<file path="config.mk">
export PLATFORM = sky130hd
export DESIGN_NAME = comparator_32_bit
export DESIGN_NICKNAME = d
export VERILOG_FILES = /design/src/rtl/comparator_pkg.sv /design/src/rtl/cmp_serial_core.sv /design/src/rtl/comparator_32_bit.sv
export SDC_FILE = /design/constraint.sdc
export NUM_CORES = 1
export LEC_CHECK = 0
export BUFFER_PORTS_ARGS = -buffer_cell sky130_fd_sc_hd__buf_4
export CAP_MARGIN = 20
export CORE_AREA = 4 4 126 128
export DETAILED_ROUTE_END_ITERATION = 12
export DIE_AREA = 0 0 130 132
export GPL_ROUTABILITY_DRIVEN = 1
export PLACE_DENSITY = 0.47
export SLEW_MARGIN = 20
export SYNTH_ARGS = -nofsm -noshare
export SYNTH_HDL_FRONTEND = slang
export SYNTH_SLANG_ARGS = --single-unit
</file>
<file path="constraint.sdc">
create_clock -name clk -period 3.57 [get_ports clk]
set_input_delay 0.357 -clock clk [delete_from_list [all_inputs] [get_ports clk]]
set_output_delay 0.357 -clock clk [all_outputs]
set_load 0.03 [all_outputs]
</file>
<file path="src/rtl/comparator_pkg.sv">
// comparator_pkg: shared width default, counter width and one-hot {L,E,G} result encoding.
package comparator_pkg;
    localparam int DEFAULT_WIDTH = 32;
    localparam int CNT_W = $clog2(DEFAULT_WIDTH) + 1;

    typedef logic [2:0] res_t;

    localparam res_t RES_NONE = 3'b000;
    localparam res_t RES_L    = 3'b100;
    localparam res_t RES_E    = 3'b010;
    localparam res_t RES_G    = 3'b001;

    function automatic res_t encode(input logic lt, input logic eq);
        return lt ? RES_L : (eq ? RES_E : RES_G);
    endfunction
endpackage

</file>
<file path="src/rtl/cmp_serial_core.sv">
// cmp_serial_core: LSB-first bit-serial magnitude compare of operands captured at reset.
// SIGNED_CMP_EN: treat the MSB as a two's-complement sign bit.
module cmp_serial_core
    import comparator_pkg::*;
#(
    parameter int WIDTH = DEFAULT_WIDTH
) (
    input  logic             clk,
    input  logic             rst,
    input  logic [WIDTH-1:0] a,
    input  logic [WIDTH-1:0] b,
    output res_t             res,
    output logic             done
);
    localparam logic [CNT_W-1:0] LAST = CNT_W'(WIDTH - 1);

    logic [WIDTH-1:0] sa, sb;
    logic [CNT_W-1:0] cnt;
    logic             flip;
    res_t             res_next;

    // A differing sign bit decides the opposite way from an ordinary magnitude bit.
`ifdef SIGNED_CMP_EN
    assign flip = (cnt == LAST);
`else
    assign flip = 1'b0;
`endif

    assign res_next = (sa[0] ^ sb[0]) ? ((sa[0] ^ flip) ? RES_G : RES_L) : res;

    always_ff @(posedge clk) begin
        if (!rst) begin
            sa   <= a;
            sb   <= b;
            cnt  <= '0;
            done <= 1'b0;
            res  <= RES_E;
        end else if (!done) begin
            res  <= res_next;
            sa   <= sa >> 1;
            sb   <= sb >> 1;
            cnt  <= cnt + CNT_W'(1);
            done <= (cnt == LAST);
        end
    end
endmodule

</file>
<file path="src/rtl/comparator_32_bit.sv">
// comparator_32_bit: parallel and bit-serial magnitude comparators with op-gated one-hot L/E/G.
// SIGNED_CMP_EN: both engines compare in two's complement.
module comparator_32_bit
    import comparator_pkg::*;
#(
    parameter int WIDTH = DEFAULT_WIDTH
) (
    input  logic             clk,
    input  logic             rst,
    input  logic             mode,
    input  logic             op,
    input  logic [WIDTH-1:0] a,
    input  logic [WIDTH-1:0] b,
    output logic             L,
    output logic             E,
    output logic             G
);
    res_t par, ser, sel;
    logic done, lt;

`ifdef SIGNED_CMP_EN
    assign lt = $signed(a) < $signed(b);
`else
    assign lt = a < b;
`endif

    always_ff @(posedge clk) begin
        par <= !rst ? RES_NONE : encode(lt, a == b);
    end

    cmp_serial_core #(.WIDTH(WIDTH)) u_serial (
        .clk  (clk),
        .rst  (rst),
        .a    (a),
        .b    (b),
        .res  (ser),
        .done (done)
    );

    // Serial result stays hidden until the full pass has completed.
    assign sel       = mode ? (done ? ser : RES_NONE) : par;
    assign {L, E, G} = sel & {3{op}};
endmodule

</file>
# == After elaboration in Yosys (flattened, before gate mapping) ==
# Cells that the tools add are included.
# W data, S select, Z words.
# totals
out_inout_bits,3
reg_bits,77
in_bits,68
elab_cells,28
# op_classes
n_lt_le_gt_ge,1
bitwise,4
reduce_logical,2
muxes,10
eq_ne,3
n_addsub,1
# op_table
cell,n
$mux W32,4
$eq A32 B32 Y1,1
$lt A32 B32 Y1,1
$mux W3,4
$add A6 B1 Y6 const B,1
$eq A6 B5 Y1 const B,1
$and A3 B3 Y3,1
$mux W2,1
$ne A2 B2 Y1 const B,1
$not A1 Y1,2
$reduce_and A2 Y1,1
$reduce_or A2 Y1,1
$mux W1,1
$xor A1 B1 Y1,1

# == Logic depth before layout (Yosys ltp) ==
# depth
word_depth,3
depth_mapped,7
depth_no_buf,7

# == Hierarchy ==
# From an unflattened synthesis, not the netlist that was laid out.
# hier_totals
cells_unflattened,308
hier_area_um2,4232.8
# modules_own_cells
mod,cells_each,area_per_inst_um2,instances,seq_area_each_um2
cmp_serial_core,181,3275.6,1,2122.0
comparator_32_bit,127,957.2,1,60.1

# == Least setup slack after synthesis ==
# No wires, ideal clock.
# synth_timing
path_type,input -> register
startpoint,input port rst
endpoint,register u_serial.sa[0] (enable)
path_stages,3
setup_time_ns,0.689
n_path_buf,2
required_time_ns,2.881
arrival_ns,1.861
setup_slack_ns,1.020
path_cell_list,buf_2 > clkbuf_1 > nand2_1
# synth_between
elab_chain_cells,1
# synth_rtl
item,line,rtl
from (decl),comparator_32_bit.sv:9,"input logic rst,"
$ne A2 B2 Y1 (no line),--,
to (signal assigned),cmp_serial_core.sv:40,sa <= sa >> 1;
to (decl),cmp_serial_core.sv:17,"logic [WIDTH-1:0] sa, sb;"
# Every way passes these cells.
# A chain may end at the register's enable or synchronous reset.

# == Worst setup path after layout ==
# layout_timing
startpoint,register u_serial.done
endpoint,output port E
# layout_between
elab_chain_cells,3
# layout_rtl
item,line,rtl
from (decl),cmp_serial_core.sv:13,output logic done
from (signal assigned),cmp_serial_core.sv:43,done <= (cnt == LAST);
$mux W3 (2 in series),comparator_32_bit.sv:41,assign sel = mode ? (done ? ser : RES_NONE) : par;
$and A3 B3 Y3,comparator_32_bit.sv:42,"assign {L, E, G} = sel & {3{op}};"
to (decl),comparator_32_bit.sv:15,"output logic E,"
# Every way passes these cells.

==> metrics.md <==
| Metric | Value |
|---|---|
| Ratio of final minimum period to clock period | 52.3% |
| Final design utilization | 34.5% |
| Unrepaired setup endpoints after global routing | false |
| Area growth syn-to-layout | 26.3% |
| Area enclosed by the die boundary | 17200 sq um |
| Cell types with the largest area share after synthesis | sky130_fd_sc_hd__edfxtp_1, sky130_fd_sc_hd__ha_1, sky130_fd_sc_hd__mux2_2 |
| Maximum fanout encountered on the critical timing path | 13 |
| Count of TritonRoute iterations in the first routing pass | 4 |
| Count of instances resized after the clock tree is built | 0 |
| Clock Pin Slew Worst Setup and Hold Paths | 0.06 ns |
| Endpoint, Worst Hold | u_serial.sb[31]$_SDFFCE_PP0P_ |
| Endpoint required time on the critical path | 3.21 ns |
| CP top delay family | flip-flops |
| Count of buffers inserted at the top-level ports | 70 |
| Mapped Avg Cell Area | 11.6 sq um |
| Clock tree from TritonCTS | yes |
| First-pass GRT wire length | 14600 um |
| Maximum capacitance violations | 0 |
| Vias per cell | 4.50 |
| Die H | 132 um |
| Maximum root-to-sink buffer count | 2 |
| Leakage power | 2.21 nW |
| Clock sink total | 77 |
| Clock latency of the later-clocked register in the worst-skew pair | 0.34 ns |
| Kind of capture point of the worst setup path | output port |
| Origin of the critical flop-to-flop path | u_serial.done$_SDFF_PN0_ |
| Initial Util | 27.3% |
| Layout Skew | 0.00676 ns |
| Post-synth EDFFs | 64 |
| TritonCTS buffer count | 9 |
| Die width | 130 um |
| Critical path buffer and inverter count | 1 |
| Standard-cell rows | 45 |
| Top cell type by total area after synthesis | sky130_fd_sc_hd__edfxtp_1 |
| Class of the most critical hold timing path | in2reg |
| Slowest cell delay on critical path | 0.62 ns |
| Count of final hold-check violations | 0 |
| Reg2reg setup slack | 1.74 ns |
| Critical Path Source Type | flip-flop |
| Number of distinct library cells after synthesis | 38 |
| Source of the worst hold timing path | b[31] |
| Vias in the first global route | 2882 |
| Number of instances in the synthesized netlist | 351 |
| Arrival time reported for the critical path endpoint | 1.51 ns |
| Highest ir drop seen on vdd | 173 uV |
| Leading register cell type out of synthesis | sky130_fd_sc_hd__edfxtp_1 |
| Number of fill cells | 1544 |
| Final number of max-transition violations | 0 |
| Total core area | 14900 sq um |
| Cell depth of the worst flop-to-flop path | 2 |
| Most frequent cell after synthesis | sky130_fd_sc_hd__edfxtp_1 |
| Hold Crit Depth | 3 |
| Ranking of synthesized cells by instance count | sky130_fd_sc_hd__edfxtp_1, sky130_fd_sc_hd__nand2_1, sky130_fd_sc_hd__o21ai_0 |
| Detailed-route wire length per cell | 14.3 um |
| Diodes inserted | 0 |
| Number of vias in the routed layout | 2766 |
| NumNets Final | 523 |
| Clock root cell | sky130_fd_sc_hd__clkbuf_16 |
| Top-area cell type share of the netlist area | 47.3% |
| Reg-to-Reg End | u_serial.sb[31]$_SDFFCE_PP0P_ |
| Slew at the pin closest to its max-slew limit | 0.710 ns |
| Count of yosys warnings during synthesis | 0 |
| Outcome | completed |
| Hold_buf cts | 0 |
| Global routing usage summed across all routing layers | 10.9% |
| Number of DRC markers in iteration 0 | 135 |
| Max Freq | 0.535 GHz |
| Routability congestion estimate | 0.736 |
| Depth of the CTS H-tree | 3 |
| Number of antenna violations at the first check in global routing | 0 |
| Nets in the synthesized netlist | 452 |
| Post-synth design cell area | 4060 sq um |
| Share of synthesized registers carrying an async set or reset | 0% |
| Final wirelength | 8820 um |
| Cell with the largest stage delay on the worst path | sky130_fd_sc_hd__dfxtp_1 |
| Sum of negative setup slack | 0 ns |
| Fraction of final layout cells sized beyond drive strength 1 | 29.5% |
| Number of buffers inserted to repair setup after CTS | 0 |
| Grt total ovfl | 0 |
| Relative max-transition margin | 52.5% |
| Worst setup path category | reg2out |
| Time the final worst path needs with I/O delays and setup | 1.87 ns |
| Synthesized flop and latch total | 77 |
| Maximum number of pins on one net before global-route repair | 78 |
| Count of unresolved DRC violations after routing | 0 |
| Finish-stage setup viols | 0 |
| Part of the Yosys area used for sequential elements | 53.7% |
| I/O pin total | 71 |
| Antenna viol nets, final | 0 |
| DPL Wire Length | 6510 um |
| Power per standard cell area | 451 nW/um^2 |
| Crit-path cells | nand3_1 > a21boi_0 > buf_4 |
cell usage in the layout (no fill, tap or decap), types with 2 or more instances in the layout:
cell type	count
sky130_fd_sc_hd__a21o_1	3
sky130_fd_sc_hd__nand2_1	42
sky130_fd_sc_hd__xor2_1	3
sky130_fd_sc_hd__o31ai_1	2
sky130_fd_sc_hd__buf_4	70
sky130_fd_sc_hd__a21boi_0	4
sky130_fd_sc_hd__nor4_4	2
sky130_fd_sc_hd__mux2_2	31
sky130_fd_sc_hd__xnor2_1	3
sky130_fd_sc_hd__o21bai_1	2
sky130_fd_sc_hd__clkbuf_8	2
sky130_fd_sc_hd__clkbuf_16	11
sky130_fd_sc_hd__a21oi_1	14
sky130_fd_sc_hd__buf_12	2
sky130_fd_sc_hd__nand4_4	2
sky130_fd_sc_hd__dfxtp_1	13
sky130_fd_sc_hd__nor3_1	2
sky130_fd_sc_hd__clkinv_2	2
sky130_fd_sc_hd__nand4_2	2
sky130_fd_sc_hd__nor2_1	14
sky130_fd_sc_hd__ha_1	33
sky130_fd_sc_hd__nand2b_1	4
sky130_fd_sc_hd__nand4_1	4
sky130_fd_sc_hd__o21ai_0	37
sky130_fd_sc_hd__edfxtp_1	64
sky130_fd_sc_hd__and3_1	2
sky130_fd_sc_hd__nand3_1	7
sky130_fd_sc_hd__inv_1	32
sky130_fd_sc_hd__a221oi_1	2
sky130_fd_sc_hd__nor2b_1	4
power by group:
group	switching [mW]	leakage [nW]	internal, mW
Sequential	0.0256	0.801	1.06
Clock	0.356	0.159	0.592
Combinational	0.135	1.25	0.144
Total	0.516	2.21	1.80
worst max path at each step:
stage / start / end / slack [ns] / cells after the start
finish: u_serial.done$_SDFF_PN0_ / E / 1.70 / 3
global route: u_serial.done$_SDFF_PN0_ / L / 1.58 / 3
CTS: u_serial.done$_SDFF_PN0_ / L / 1.69 / 3
detailed placement: a[15] / par[0]$_SDFF_PP0_ / 1.53 / 7
global placement: b[26] / par[0]$_SDFF_PP0_ / 1.53 / 8
floorplan: rst / u_serial.sa[0]$_DFFE_PP_ / 1.02 / 3
final cells by class:
type                    count  area [sq um]  area share [%]
multi-input cells         229          1710            33.3
repair buffers             72           566            11.0
clock buffers              14           307            5.98
clock inverters             2          10.0           0.195
inverters                  33           124            2.41
flip-flops and latches     77          2180            42.5
well taps                 188           235            4.59
cells by family (layout without fill, tap and decap cells):
| logic type | count (synthesis) | after routing | share of synthesized area [%] |
|---|---|---|---|
| AOI/OAI and AO/OA | 69 | 69 | 9.80 |
| xor gates and xnor gates | 6 | 6 | 1.29 |
| adders and majority gates | 33 | 33 | 10.2 |
| buffers and inverters | 45 | 121 | 4.28 |
| DFF | 77 | 77 | 53.7 |
| muxes | 32 | 32 | 8.84 |
| and+or+nand+nor | 89 | 89 | 11.9 |
layer usage:
| layer | global-route usage, % | up-vias | part of all wire [%] |
|---|---|---|---|
| li1 | - | 1407 | - |
| met1 | 14.9 | 1284 | 48 |
| met2 | 16.4 | 61 | 46 |
| met3 | 2.67 | 14 | 4.5 |
| met4 | 4.50 | 0 | 1.8 |
| met5 | 0 | - | 0 |
metrics by stage:
step	hold WS (ns)	total power [mW]	cell area, sq um	std cells	setup slack (ns)
2_1_floorplan	0.440	1.27	4060	351	1.02
3_5_place_dp	0.463	1.39	4810	599	1.53
3_3_place_gp	0.455	1.38	4810	599	1.53
4_1_cts	0.318	2.35	5130	615	1.69
5_1_grt	0.333	2.43	5130	615	1.58
6_report	0.331	2.31	5130	615	1.70
flip-flops by register name (all words and copies together) (netlist names):
name	count
u_serial.sa	32
par	3
u_serial.sb	32
u_serial.cnt	6
u_serial.done	1
u_serial.res	3
tightest hold or removal path: stages:
cell	delay, ns
sky130_fd_sc_hd__buf_4	0.08
sky130_fd_sc_hd__inv_1	0.04
sky130_fd_sc_hd__nor2_1	0.08
Note: power is estimated with default switching activity, not from simulation.
